### config.mk
export PLATFORM = sky130hd
export DESIGN_NAME = scan_decoder
export DESIGN_NICKNAME = d
export VERILOG_FILES = /design/src/rtl/scan_decoder_pkg.sv /design/src/rtl/scan_decoder_prescaler.sv /design/src/rtl/scan_decoder.sv
export SDC_FILE = /design/constraint.sdc
export NUM_CORES = 1
export LEC_CHECK = 0
export ABC_AREA = 1
export CAP_MARGIN = 10
export CORE_UTILIZATION = 46
export DETAILED_ROUTE_END_ITERATION = 8
export PLACE_DENSITY = 0.83
export RECOVER_POWER = 25
export SLEW_MARGIN = 0
export SYNTH_ARGS = -nofsm -noshare
export SYNTH_HDL_FRONTEND = slang
export SYNTH_SLANG_ARGS = --single-unit
### constraint.sdc
create_clock -name clk -period 1.5 [get_ports clk]
set_input_delay 0.375 -clock clk [delete_from_list [all_inputs] [get_ports clk]]
set_output_delay 0.375 -clock clk [all_outputs]
set_load 0.02 [all_outputs]
### src/rtl/scan_decoder_pkg.sv
// Shared types, mode constants and the one-hot decode helper for scan_decoder.
package scan_decoder_pkg;

  typedef enum logic {
    DIRECT = 1'b0,
    SCAN   = 1'b1
  } state_t;

  localparam logic MODE_DIRECT = 1'b0;
  localparam logic MODE_SCAN   = 1'b1;

  // Widest decode supported (SEL_W <= 5); callers truncate to NUM_OUT bits.
  localparam int MAX_OUT = 32;

  function automatic logic [MAX_OUT-1:0] onehot_dec(input int unsigned sel,
                                                     input int unsigned num_out);
    if (sel < num_out && sel < MAX_OUT) return 32'd1 << sel;
    return '0;
  endfunction

endpackage

### src/rtl/scan_decoder_prescaler.sv
// Scan-step prescaler: counts 0..PRESCALE-1 while enabled; clear wins over enable.
module scan_prescaler #(
  parameter int PRESCALE = 4
) (
  input  logic clk,
  input  logic rst,
  input  logic i_clear,
  input  logic i_enable,
  output logic o_tick
);
  localparam int CNT_W = $clog2(PRESCALE) + 1;
  localparam logic [CNT_W-1:0] LAST = CNT_W'(PRESCALE - 1);

  logic [CNT_W-1:0] r_cnt;

  // tick marks the cycle whose enabled edge completes a scan step
  assign o_tick = (r_cnt == LAST);

  always_ff @(posedge clk or posedge rst) begin
    if (rst) begin
      r_cnt <= '0;
    end else if (i_clear) begin
      r_cnt <= '0;
    end else if (i_enable) begin
      r_cnt <= o_tick ? '0 : r_cnt + CNT_W'(1);
    end
  end

endmodule

### src/rtl/scan_decoder.sv
// Registered enable-gated decoder with direct-load and auto-scan modes.
// Build option SCAN_DECODER_ACTIVE_LOW_EN inverts y (74138-style outputs).
module scan_decoder
  import scan_decoder_pkg::*;
#(
  parameter int SEL_W    = 3,
  parameter int NUM_OUT  = 8,
  parameter int PRESCALE = 4
) (
  input  logic               clk,
  input  logic               rst,
  input  logic               g1,
  input  logic               ga_n,
  input  logic               gb_n,
  input  logic               mode,
  input  logic               load,
  input  logic [SEL_W-1:0]   sel_in,
  output logic [NUM_OUT-1:0] y,
  output logic [SEL_W-1:0]   sel_out,
  output logic               wrap,
  output state_t             dbg_state
);
  localparam logic [SEL_W-1:0] LAST_SEL = SEL_W'(NUM_OUT - 1);

  state_t             r_state, w_state_next;
  logic [SEL_W-1:0]   r_sel, w_sel_next;
  logic [NUM_OUT-1:0] r_y, w_y_next;
  logic               r_wrap, w_wrap_next;
  logic               w_en, w_ps_clear, w_ps_tick;

  assign w_en = g1 & ~ga_n & ~gb_n;
  // Prescaler only runs while staying in SCAN; any entry/exit edge zeroes it.
  assign w_ps_clear = !(r_state == SCAN && mode == MODE_SCAN);

  scan_prescaler #(.PRESCALE(PRESCALE)) u_prescaler (
    .clk      (clk),
    .rst      (rst),
    .i_clear  (w_ps_clear),
    .i_enable (w_en),
    .o_tick   (w_ps_tick)
  );

  always_ff @(posedge clk or posedge rst) begin
    if (rst) begin
      r_state <= DIRECT;
      r_sel   <= '0;
      r_y     <= '0;
      r_wrap  <= 1'b0;
    end else begin
      r_state <= w_state_next;
      r_sel   <= w_sel_next;
      r_y     <= w_y_next;
      r_wrap  <= w_wrap_next;
    end
  end

  always_comb begin
    w_state_next = (mode == MODE_SCAN) ? SCAN : DIRECT;
    w_sel_next   = r_sel;
    w_wrap_next  = 1'b0;
    if (r_state == DIRECT) begin
      if (mode == MODE_SCAN) begin
        w_sel_next = (32'(r_sel) < unsigned'(NUM_OUT)) ? r_sel : '0;
      end else if (load) begin
        w_sel_next = sel_in;
      end
    end else begin
      // Leaving SCAN ignores load and suppresses any pending step.
      if (mode == MODE_SCAN && w_en && w_ps_tick) begin
        if (r_sel == LAST_SEL) begin
          w_sel_next  = '0;
          w_wrap_next = 1'b1;
        end else begin
          w_sel_next = r_sel + SEL_W'(1);
        end
      end
    end
    w_y_next = w_en ? NUM_OUT'(onehot_dec(32'(w_sel_next), unsigned'(NUM_OUT))) : '0;
  end

`ifdef SCAN_DECODER_ACTIVE_LOW_EN
  assign y = ~r_y;
`else
  assign y = r_y;
`endif

  assign sel_out   = r_sel;
  assign wrap      = r_wrap;
  assign dbg_state = r_state;

endmodule

# Word-level counts from Yosys, hierarchy flattened
# Index checks and enable logic that the tools add are counted.
# word_totals
in_bits,10
out_inout_bits,13
elab_cells,31
ff_bits,16
# op_classes
addsub,2
n_mux,13
n_shift,1
reduce_logical,3
eq_ne,3
bitwise_logic,4
# op_table
operator,count
$mux 3,8
$mux 8,1
$shl 1x3->8 const A,1
$add 3x1->3 const B,2
$mux 1,4
$eq 3x2->1 const B,1
$eq 3x3->1 const B,1
$logic_and 1x1->1,3
$and 1x1->1,2
$ne 2x2->1 const B,1
$not 1->1,2

# Logic depth before layout (Yosys ltp)
# depth
word_depth,9
ltp_mapped,9
ltp_nobuf,9

# Cells and area by module
# A second synthesis with hierarchy kept.
# hier_totals
hier_cells,111
area_unflattened_um2,947.2
# modules_own_cells
mod,area_each_um2,n_inst,seq_area_each_um2,cells_per_inst
scan_decoder,790.8,1,325.3,90
scan_prescaler,156.4,1,75.1,21

# Worst setup path after synthesis
# Ideal clock, no wire load.
# synth_path
path_type,register to register
from,register r_sel[0] (netlist: sel_out[0])
to,register r_y[5] (netlist: y[5])
required_ns,1.428
path_slack_ns,0.055
synth_period_minus_slack_ns,1.445
stages_incl_launch_ff,10
arrival_ns,1.373
setup_time_ns,0.072
n_path_buf,0
cell_sequence,dfrtp_1 ha_1 ha_1 nor2_1 inv_1 nand2_1 nand3_2 nand2_2 nand2_1 nor2_1
# synth_via
elab_chain_len,6
word_cells_on_any_way,9
cone_classes,1 x add/sub; 1 x eq/ne; 1 x shift; 6 x mux
# synth_rtl
element,line,source
"start, declared",scan_decoder.sv:26,"logic [SEL_W-1:0] r_sel, w_sel_next;"
"start signal, assigned",scan_decoder.sv:51,r_sel <= w_sel_next;
$add 3x1->3 / $eq 3x3->1 (equally long branches),"scan_decoder.sv:74, scan_decoder.sv:70",
$mux 3,scan_decoder.sv:70,if (r_sel == LAST_SEL) begin
$mux 3,scan_decoder.sv:69,if (mode == MODE_SCAN && w_en && w_ps_tick) begin
$mux 3 *,scan_decoder.sv:61,if (r_state == DIRECT) begin
net w_sel_next[0],scan_decoder.sv:26,
$shl 1x3->8 *,scan_decoder_pkg.sv:17,if (sel < num_out && sel < MAX_OUT) return 32'd1 << sel;
$mux 8 *,scan_decoder.sv:78,"w_y_next = w_en ? NUM_OUT'(onehot_dec(32'(w_sel_next), unsigned'(NUM_OUT))) : '0;"
net w_y_next[5],scan_decoder.sv:27,"logic [NUM_OUT-1:0] r_y, w_y_next;"
"end signal, assigned",scan_decoder.sv:52,r_y <= w_y_next;
"end, declared",scan_decoder.sv:27,
# The timed path passes the listed nets; every way through them passes the cells marked *.
# A chain may end at the register's enable or synchronous reset.

# Final worst setup path
# layout_path
from,register r_sel[1] (netlist: sel_out[1])
to,register r_y[6] (netlist: y[6])
# layout_via
elab_chain_len,6
word_cells_on_any_way,9
cone_classes,1 x add/sub; 1 x eq/ne; 1 x shift; 6 x mux
# layout_rtl
element,line
$add 3x1->3 / $eq 3x3->1 (equally long branches),"scan_decoder.sv:74, scan_decoder.sv:70"
$mux 3,scan_decoder.sv:70
$mux 3,scan_decoder.sv:69
$mux 3 *,scan_decoder.sv:61
$shl 1x3->8 *,scan_decoder_pkg.sv:17
$mux 8 *,scan_decoder.sv:78
net w_y_next[6],scan_decoder.sv:27
# Marked as above.

==> out/results.ini <==
[worst_hold_path]
hold_path.class = primary input to flip-flop
min_from = mode
holdPathEnd = dbg_state
whs_path_depth = 1

[layout]
syn_to_final_growth_pct = 45.8
final_nets = 161
register_area_um2 = 400
finalInstanceArea_mm2 = 0.00126
drive_above_1_share_pct = 27.4
diodes = 0
fill_cells = 136
multiInputGateArea_um2 = 428
stdcell_count = 171

[floorplan]
core-area_mm2 = 0.00175
start_util_pct = 49.6
die_y_um = 45.4
ios = 23
rows = 15
chipWidth_um = 45.4
die_area_mm2 = 0.00206

[place]
numPortBuffers = 22
gp_congestion = 0.879
placedCellCount = 161
placed_area_mm2 = 0.00117
hpwlAfterDp_um = 1460
pre_cts_slack_ns = -0.220

[route]
wl_per_cell_um = 11.6
drt-total-wl_um = 1980
via_per_inst = 4.78
drt-pass1-iter-count = 4
ant_nets = 0
vias = 818
drcViolationCount = 0
drt_iter0_markers = 15

[synthesis]
synth_flop_cell = dfrtp_1
synth_cells = 106
yosysTopAreaCell = dfrtp_1
synth_edf_count = 0
synth_common_cells = 29 x nand2_1, 16 x dfrtp_1, 15 x inv_1
synth_nets = 119
yosysUniqueCellTypes = 16
ys_ff_latch = 16
async_flop_share_pct = 100
synth_most_common_cell = nand2_1
seq_area_frac_synth_pct = 46.2
synth.area.top_cells = dfrtp_1 46%, nand2_1 13%, nand3_1 6.9%
synth_top_cell_area_share_pct = 46.2
ys_warn_count = 0
syn_avg_cell_area_um2 = 8.17
synthesis.area_um2 = 866

[grt]
grt_pass1_vias = 773
grt_antenna_before_repair = 0
grt_max_degree = 17
overflow = 0
grt_pass1_wl_um = 3180
grt_usage_pct = 21.7

[timing]
max_freq_mhz = 682
fin_crit_sh_pct = 97.7
grt_setup_unrepaired = true
setup_tns_ns = 0
setup_viol = 0
min_period_ns = 1.47
slew_violations = 0
finalHoldViolations = 0
slew_headroom_pct = 82.7
tightest_slew_ns = 0.259
clock-skew-final_ns = 0.00413
setup_ws_ns = 0.0344

[setup_path]
critPathCaptureType = flip-flop
timing.rr.start = sel_out[1]
reg2reg_depth = 9
crit_type = flip-flop to flip-flop
arrival_ns = 1.63
start_kind = flip-flop
crit_required_ns = 1.67
r2r_end = y[6]
worst-path-max-fanout = 3
reg2reg_slack_ns = 0.03

[status]
status = finished clean

[power_and_ir_drop]
power.total_mw = 0.993
ir_drop_uv = 529
leakagePower_nw = 0.703
powerDensity_mw_per_mm2 = 787

[clock_tree]
cts_tree = yes
clk_pin_slew_worst_paths_ns = 0.08
cts_max_path_buffers = 2
cts_hold_buf = 0
worstSkewPairLatency_ns = 0.28
cts_max_level = 1
cts_inserted_buffers = 3
numClockSinks = 16
cts-root-buf = clkbuf_4

[flow_run]
cap_viol_max_count = 0

==> through the flow <==
step	hold slack (ns)	utilization [%]
detailed placement	0.530	67.2
global placement	0.519	67.2
CTS	0.405	68.6
global route	0.305	72.3
finish	0.327	72.3
floorplan	0.289	-
==> timing repair <==
action,4_1_cts,5_1_grt
setup endpoints to repair,16,8
pin swaps,1,9
buffers inserted,2,5
resized for setup,14,13
==> placed cells by master (no fill, tap or decap) <==
cell             count
o21ai_0              2
nand3_2              6
clkdlybuf4s50_1      7
nand3_1             11
nand2_1             28
dfrtp_1             16
dlymetal6s2s_1       2
o211ai_1             1
clkbuf_2             1
nor2_2               2
nand4_1              1
a211oi_1             1
inv_1               15
ha_4                 1
buf_4               17
dlygate4sd2_1       11
clkbuf_4             3
nand2_4              1
nand2_2              5
a21oi_1              2
ha_2                 2
nor2_1               9
nor2_4               2
==> flip-flops by register name (all words and copies together), names as in the netlist <==
| register | count |
|---|---|
| y | 8 |
| dbg_state | 1 |
| sel_out | 3 |
| wrap | 1 |
| u_prescaler.r_cnt | 3 |
==> routing by layer <==
layer | wire, um | vias to the layer above | GRT usage (%)
met5 | 0 | - | 0
met4 | 26 | 0 | 9.70
met3 | 99 | 4 | 3.57
met2 | 1060 | 28 | 38.3
met1 | 793 | 366 | 25.4
li1 | - | 420 | -
==> critical path: stages (launching register included) <==
cell and delay (ns):
dfrtp_1 0.42, ha_2 0.21, ha_4 0.16, nor2_2 0.09, buf_4 0.12, nand2_1 0.04, nand3_1 0.07, nand2_1 0.08
nand2_1 0.11, nor2_1 0.06
==> kinds of logic after synthesis <==
kind of cell	Yosys count	share of synthesized area [%]
simple gates	65	37.6
buf+inv	16	7.80
flops	16	46.2
compound gates	6	4.05
fa+ha+maj	3	4.34
==> report_power, final <==
group	internal [mW]	switching (mW)	leakage [nW]
registers	0.450	0.0190	0.215
clock network	0.0930	0.117	0.0138
logic	0.148	0.165	0.474
total	0.691	0.302	0.703
==> layout make-up <==
| type | instances | share of cell area (%) |
|---|---|---|
| Multi-Input combinational cell | 74 | 33.9 |
| Sequential cell | 16 | 31.7 |
| Timing Repair Buffer | 38 | 25.7 |
| Inverter | 15 | 4.46 |
| Tap cell | 25 | 2.48 |
| Clock buffer | 3 | 1.78 |
==> how the worst max path moves through the flow <==
stage,start,end,depth (start not counted)
final,sel_out[1],y[6],9
after global routing,sel_out[1],y[6],9
after CTS,sel_out[0],y[1],9
after detailed placement,mode,y[6],7
after global placement,mode,y[1],9
after floorplan,sel_out[0],y[5],9
Power figures use the tool's default switching activity.
